### src/rtl/serial_adder_pkg.sv
// rtl/serial_adder_pkg.sv - shared types and constants for the bit-serial adder
// Purpose: FSM state encoding and default operand width used by serial_adder.
// Ports: none (package).
package serial_adder_pkg;

  typedef enum logic [1:0] {
    ST_IDLE = 2'd0,
    ST_RUN  = 2'd1,
    ST_DONE = 2'd2
  } state_e;

  localparam int W_DEFAULT = 8;

endpackage

### src/rtl/serial_adder_fa_cell.sv
// rtl/serial_adder_fa_cell.sv - single-bit combinational full adder
// Purpose: one-bit sum/carry cell shared by every bit position of the serial adder.
// Ports:
//   a, b  - operand bits
//   c     - carry in
//   s     - sum bit
//   cout  - carry out
module fa_cell (
  input  logic a,
  input  logic b,
  input  logic c,
  output logic s,
  output logic cout
);

  assign s    = a ^ b ^ c;
  assign cout = (a & b) | (c & (a ^ b));

endmodule

### src/rtl/serial_adder.sv
// rtl/serial_adder.sv - bit-serial add/subtract unit with valid/ready handshakes
// Purpose: accepts two W-bit operands, adds (a+b+cin) or subtracts (a-b) them
//          one bit per cycle LSB first, and presents the result until consumed.
// Ports:
//   clk, rst_n           - clock, asynchronous active-low reset
//   in_valid / in_ready  - operand handshake (in_ready only in IDLE)
//   a, b, cin, sub       - operands, carry-in (add only), 1 = subtract
//   out_valid / out_ready- result handshake (out_valid only in DONE)
//   sum, cout, ovf       - result, carry out of MSB, signed overflow
//   busy                 - operation in progress or result pending
module serial_adder
  import serial_adder_pkg::*;
#(
  parameter int W = W_DEFAULT
) (
  input  logic         clk,
  input  logic         rst_n,
  input  logic         in_valid,
  output logic         in_ready,
  input  logic [W-1:0] a,
  input  logic [W-1:0] b,
  input  logic         cin,
  input  logic         sub,
  output logic         out_valid,
  input  logic         out_ready,
  output logic [W-1:0] sum,
  output logic         cout,
  output logic         ovf,
  output logic         busy
);

  localparam int CW = (W > 1) ? $clog2(W) : 1;
  localparam logic [CW-1:0] CNT_LAST = CW'(W - 1);

  state_e        state_q;
  logic [W-1:0]  a_q;
  logic [W-1:0]  b_q;
  logic [W-1:0]  sum_sh_q;
  logic [W-1:0]  sum_q;
  logic [CW-1:0] cnt_q;
  logic          carry_q;
  logic          sub_q;
  logic          cout_q;
  logic          ovf_q;
  logic          in_ready_q;
  logic          out_valid_q;
  logic          busy_q;

  logic          fa_s;
  logic          fa_co;
  logic [W-1:0]  sum_d;
  logic          accept;

  fa_cell u_fa (
    .a    (a_q[0]),
    .b    (b_q[0] ^ sub_q),
    .c    (carry_q),
    .s    (fa_s),
    .cout (fa_co)
  );

  // New bit enters at the MSB so that after W shifts bit 0 holds the LSB.
  always_comb begin
    sum_d        = sum_sh_q >> 1;
    sum_d[W-1]   = fa_s;
  end

  assign accept = in_valid & in_ready_q;

  always_ff @(posedge clk or negedge rst_n) begin
    if (!rst_n) begin
      state_q     <= ST_IDLE;
      a_q         <= '0;
      b_q         <= '0;
      sum_sh_q    <= '0;
      sum_q       <= '0;
      cnt_q       <= '0;
      carry_q     <= 1'b0;
      sub_q       <= 1'b0;
      cout_q      <= 1'b0;
      ovf_q       <= 1'b0;
      in_ready_q  <= 1'b0;
      out_valid_q <= 1'b0;
      busy_q      <= 1'b0;
    end else begin
      case (state_q)
        ST_IDLE: begin
          if (accept) begin
            state_q    <= ST_RUN;
            a_q        <= a;
            b_q        <= b;
            sub_q      <= sub;
            // Subtraction is a + ~b + 1, so the carry chain starts at 1.
            carry_q    <= sub ? 1'b1 : cin;
            cnt_q      <= '0;
            in_ready_q <= 1'b0;
            busy_q     <= 1'b1;
          end else begin
            in_ready_q <= 1'b1;
          end
        end
        ST_RUN: begin
          a_q      <= a_q >> 1;
          b_q      <= b_q >> 1;
          sum_sh_q <= sum_d;
          carry_q  <= fa_co;
          cnt_q    <= cnt_q + CW'(1);
          if (cnt_q == CNT_LAST) begin
            state_q     <= ST_DONE;
            sum_q       <= sum_d;
            cout_q      <= fa_co;
            // carry_q is the carry into the MSB while the MSB is processed.
            ovf_q       <= carry_q ^ fa_co;
            out_valid_q <= 1'b1;
          end
        end
        ST_DONE: begin
          if (out_ready) begin
            state_q     <= ST_IDLE;
            out_valid_q <= 1'b0;
            busy_q      <= 1'b0;
            in_ready_q  <= 1'b1;
          end
        end
        default: begin
          state_q     <= ST_IDLE;
          out_valid_q <= 1'b0;
          busy_q      <= 1'b0;
          in_ready_q  <= 1'b1;
        end
      endcase
    end
  end

  assign in_ready  = in_ready_q;
  assign out_valid = out_valid_q;
  assign busy      = busy_q;
  assign sum       = sum_q;
  assign cout      = cout_q;
  assign ovf       = ovf_q;

endmodule

### config.mk
export PLATFORM = sky130hd
export DESIGN_NAME = serial_adder
export DESIGN_NICKNAME = d
export VERILOG_FILES = /design/src/rtl/serial_adder_pkg.sv /design/src/rtl/serial_adder_fa_cell.sv /design/src/rtl/serial_adder.sv
export SDC_FILE = /design/constraint.sdc
export NUM_CORES = 1
export LEC_CHECK = 0
export ABC_CLOCK_PERIOD_IN_PS = 2150
export CAP_MARGIN = 15
export CORE_UTILIZATION = 51
export DETAILED_ROUTE_END_ITERATION = 12
export PLACE_DENSITY = 0.78
export SLEW_MARGIN = 20
export SYNTH_ARGS = -nofsm -noshare
export SYNTH_HDL_FRONTEND = slang
export SYNTH_SLANG_ARGS = --single-unit
### constraint.sdc
create_clock -name clk -period 2.15 [get_ports clk]
set_clock_uncertainty 0.05 [all_clocks]
set_input_delay 0.645 -clock clk [delete_from_list [all_inputs] [get_ports clk]]
set_output_delay 0.645 -clock clk [all_outputs]
set_load 0.05 [all_outputs]
**After elaboration in Yosys (flattened, before gate mapping)**

Index checks and enable logic that the tools add are counted.

- Input port bits: 22
- Flip-flop bits (word level): 44
- Memory bits (read-only): 0
- Memories kept: 0
- Logic and storage cells: 60
- Latch bits: 0
- RAM bits: 0
- Output and inout bits: 13

- Reductions and logical operators: 9
- Divide/modulo/power cells: 0
- Multiply operators: 0
- Multiplexer cells: 21
- Shift operators: 0
- Magnitude comparators: 0
- $add $sub $neg: 1
- Equality and inequality tests: 6
- Bitwise operators: 10

Operators with widths:

| kind | count |
|---|---|
| 8-bit one-hot mux with 2 select lines | 2 |
| 8-bit 2-to-1 mux | 2 |
| 1-bit one-hot mux with 3 select lines | 3 |
| 3-bit AND reduction | 3 |
| 2-bit AND reduction | 4 |
| 1-bit 2-to-1 mux | 7 |
| 2-bit 2-to-1 mux | 3 |
| 2-bit inequality test (second input constant) | 3 |
| 2-bit one-hot mux with 3 select lines | 1 |
| 3-bit one-hot mux with 2 select lines | 1 |
| 1-bit XOR | 4 |
| 3-bit by 1-bit adder with 3-bit output (second input constant) | 1 |
| 1-bit bitwise AND | 3 |
| 3-bit equality test (second input constant) | 1 |
| 3-bit 2-to-1 mux | 1 |
| 2-bit by 1-bit equality test with 1-bit output (second input constant) | 1 |
| 2-bit equality test (second input constant) | 1 |
| 2-bit zero test | 1 |
| 1-bit inverter | 2 |
| 1-bit one-hot mux with 2 select lines | 1 |
| 2-bit nonzero test | 1 |
| 1-bit OR | 1 |

**Depth between registers and ports, before layout**

- Word-level depth: 5
- Gate-level depth with buffers: 6
- Depth with buffers taken out: 5

**Hierarchy**

From an unflattened synthesis, not the netlist that was laid out.

- Cells, all modules: 140
- Area, all modules: 2,000.7 um^2

By module, submodules not included:

| module | sequential area each (um^2) | cells each | instances | area an instance (um^2) |
|---|---|---|---|---|
| serial_adder | 1,076.0 | 139 | 1 | 1,980.6 |
| fa_cell | 0.0 | 1 | 1 | 20.0 |

**Least setup slack after synthesis**

No wires, ideal clock.

- Path kind: register to register
- From: register in_ready_q (netlist: in_ready)
- To: register sub_q
- Arrival: 1,470 ps
- Required time: 1,975 ps
- Cell stages (with the launch flop): 5
- Clock period less this slack: 1,645 ps
- Path buffers: 1
- Setup slack: 505 ps
- Library setup time: 125 ps
- Cell sequence: dfrtp_1 -> and2_1 -> buf_4 -> and3_4 -> mux2_4

- Cells in the longest elaborated chain, start to end: 2

Ends and longest elaborated chain:

| element | RTL line | source |
|---|---|---|
| start: declaration | serial_adder.sv:45 | `logic in_ready_q;` |
| start signal: assignment | serial_adder.sv:82 | `in_ready_q <= 1'b0;` |
| start signal: assignment | serial_adder.sv:96 | `in_ready_q <= 1'b0;` |
| start signal: assignment | serial_adder.sv:99 | `in_ready_q <= 1'b1;` |
| 1-bit bitwise AND | serial_adder.sv:68 | `assign accept = in_valid & in_ready_q;` |
| 2-bit AND reduction (no source line) | - |  |
| end signal: assignment | serial_adder.sv:92 | `sub_q <= sub;` |
| end: declaration | serial_adder.sv:42 | `logic sub_q;` |

Every way passes these cells.
A chain may end at the register's enable or synchronous reset.

**Worst setup path in the final report**

- From: register state_q[1]
- To: register a_q[2]

- Cells in the longest elaborated chain, start to end: 3
- Elaborated cells on any way between the ends: 6
- Those cells by class: eq/ne (2); mux (1); reduce/logical (3)

Ends and longest elaborated chain:

| element | RTL line | source |
|---|---|---|
| start: declaration | serial_adder.sv:35 | `state_e state_q;` |
| start signal: assignment | serial_adder.sv:72 | `state_q <= ST_IDLE;` |
| start signal: assignment | serial_adder.sv:89 | `state_q <= ST_RUN;` |
| start signal: assignment | serial_adder.sv:109 | `state_q <= ST_DONE;` |
| 2-bit by 1-bit equality test with 1-bit output / 2-bit zero test (equally long branches) | serial_adder.sv:86 | `case (state_q)` |
| 2-bit nonzero test (no source line) / 2-bit inequality test (equally long branches) | - |  |
| 2-bit AND reduction (no source line) | - |  |
| end signal: assignment | serial_adder.sv:103 | `a_q <= a_q >> 1;` |
| end: declaration | serial_adder.sv:36 | `logic [W-1:0] a_q;` |

Several ways; a longest one is shown, not always the timed one.

==> results.md <==
- RSZ-0062 raised after global routing: false
- Synth top area cells: dfrtp_1 (57%), mux2_2 (6.0%), o22ai_1 (5.7%), a2bb2oi_1 (4.2%), mux2_4 (3.2%)
- Post-route ant nets: 0
- Cells after synthesis: 146
- Crit path required time: 2370 ps
- Routability cong.: 0.7940
- Core area: 0.003416 mm²
- CTS Buf Count: 5
- PD cells: 1594 mW/mm²
- Crit Path Class: flop to flop
- Clock sinks: 43
- Leakage: 1.019 nW
- Post-CTS setup buffers: 0
- Initial antenna violation count: 0
- Status: finished, final reports clean
- Peak supply drop: 0.8093 mV
- Reg-to-reg endpoint: a_q[2]$_DFFE_PN0P_
- Synth warn: 0
- Post-synth top flop: dfrtp_1
- Yosys cell types: 32
- Pre-Repair DR Iteration Count: 4
- Post-CTS sizing: 0
- Die H: 62.60 µm
- Clk slew on worst S/H paths: 120 ps
- Layout cells sized above 1: 24.18%
- Synth-to-Final Area Change: 20.24%
- Largest net degree at the start of global routing: 23
- Slew margin rel.: 63.86%
- TritonCTS clock tree: built
- Cell count of the worst reg-to-reg path: 3
- Async S/R FF share, synth: 100.0%
- Max-Cap Viols: 0
- Die W: 62.60 µm
- Critical path arrival: 1980 ps
- WL per Instance: 16.16 µm
- Initial drt markers: 48
- Setup crit start kind: flop
- EDFF count, synth: 0
- Min-delay worst type: input pin to async pin
- Share of the synthesized area in the top cell type: 57.45%
- Antenna cell count: 0
- Nets@finish: 207
- Syn Nets: 171
- Final Critical Period: 1760 ps
- R2R setup slack: 390 ps
- Worst R2R Start: state_q[1]$_DFFE_PN0P_
- Final hold violations: 0
- Max Fclk: 568.2 MHz
- Port Buffers: 34
- CTS Hold Bufs: 0
- Tcrit/Tclk final: 81.86%
- Cell taking the most area after synthesis: dfrtp_1
- Mapped Avg Cell Area: 12.83 µm²
- Setup TNS Final: 0 ps
- Drt via density: 5.807
- CP startpoint: state_q[1]$_DFFE_PN0P_
- Worst slew pin tran: 541.5 ps
- Crit. End Element: flop
- Fillers: 296
- Critical path peak fanout: 17
- I/O pin count: 35
- Worst-case clock buffer depth: 2
- Root Buffer: clkbuf_4
- First-pass GRT wire length: 6479 µm
- Initial core utilization: 54.84%
- Final wirelength: 3685 µm
- Vias: 1324
- Vias in the first global route: 1323
- H-tree depth: 2
- Die Area: 0.003919 mm²
- Fin. max-slew vios: 0
- Total track usage: 21.75%
- Drt drc: 0
- Num rows: 21
- Register area share after synthesis: 57.45%
- GRT overflow: 0
- Final setup viols: 0
- Mapped Area: 0.001873 mm²
- Worst skew pair latency: 350 ps
- Total chip power: 3.590 mW
- #FFs+latches synth: 43
- HPWL reported at the end of detailed placement: 2645 µm
[flip-flops by register name, summed over array words and instances, names as in the netlist]
register	count
sub_q	1
cnt_q	3
b_q	8
out_valid	1
state_q	2
a_q	8
sum	8
in_ready	1
carry_q	1
busy	1
cout	1
sum_sh_q	7
ovf	1
[report_power, final]
part / internal (mW) / switching [mW]
sequential: 1.19 / 0.285
clock: 0.152 / 0.245
combinational: 0.774 / 0.947
total: 2.11 / 1.48
[worst max-delay path: stages (launching register included)]
cell       delay (ps)
dfrtp_1           520
inv_1             460
o21a_1            440
a2bb2oi_1         210
[placed cells by master (no fill, tap or decap), drive strengths merged, types with 5 or more instances in the layout]
cell and count:
a2bb2oi 9, mux2 14, o22ai 17, clkdlybuf4s50 20
dfrtp 43, nand2 5, a21oi 7, buf 18
inv 5, a22o 5, o21ai 9, clkbuf 6
[area by class of cell]
| cell class | instances | area [µm²] | share of cell area, % |
|---|---|---|---|
| multi-input combinational | 89 | 710.7 | 31.56 |
| inverter | 5 | 18.77 | 0.8333 |
| tap | 46 | 57.56 | 2.556 |
| clock inverter | 1 | 5.005 | 0.2222 |
| sequential | 43 | 1076 | 47.78 |
| clock buffer | 6 | 51.30 | 2.278 |
| timing repair buffer | 38 | 332.8 | 14.78 |
[through the flow]
step	utilization, %	hold WS [ps]	area (µm²)	std cells	setup slack [ps]
after floorplan	-	299.4	1873	146	505.1
after global placement	64.29	414.5	2196	221	118.9
after detailed placement	64.29	421.2	2196	221	70.33
after CTS	65.93	188.4	2252	228	393.8
after global routing	65.93	178.4	2252	228	249.7
final	65.93	175.3	2252	228	390.1
[layer usage]
metal  global-route usage [%]  part of all wire (%)
met1                    27.68                    44
met2                    36.28                    50
met3                    6.022                   5.1
met4                    6.105                   1.1
met5                        0                     0
[cell usage after synthesis, types with 2 or more instances]
library cell	count
nand2_1	5
nand3b_1	2
mux2_4	4
buf_6	2
dfrtp_1	43
a2bb2oi_1	9
buf_2	3
inv_1	4
nor2_1	3
a21oi_1	7
nand2b_1	2
ha_1	2
o22ai_1	17
mux2_2	10
o21ai_0	8
buf_4	4
and2_1	2
a22o_1	5
[worst max path at each step]
stage                                    end  slack (ps)  cells past startpoint
final                     a_q[2]$_DFFE_PN0P_         390                      3
after detailed placement  a_q[2]$_DFFE_PN0P_          70                      4
after global placement     sub_q$_DFFE_PN0P_         120                      4
after global routing      b_q[4]$_DFFE_PN0P_         250                      3
after floorplan            sub_q$_DFFE_PN0P_         510                      4
after CTS                 a_q[2]$_DFFE_PN0P_         390                      3
[cell families (layout without fill, tap and decap cells)]
logic type	count (synthesis)	after routing	share of synthesized area [%]
buffers and inverters	14	50	4.609
XOR/XNOR	2	2	0.9354
multiplexers	15	15	9.753
flip-flops	43	43	57.45
adder cells (fa/ha/maj)	3	3	2.405
AO/OA/AOI/OAI	51	51	18.37
AND/OR/NAND/NOR	18	18	6.479
Power figures use the tool's default switching activity.
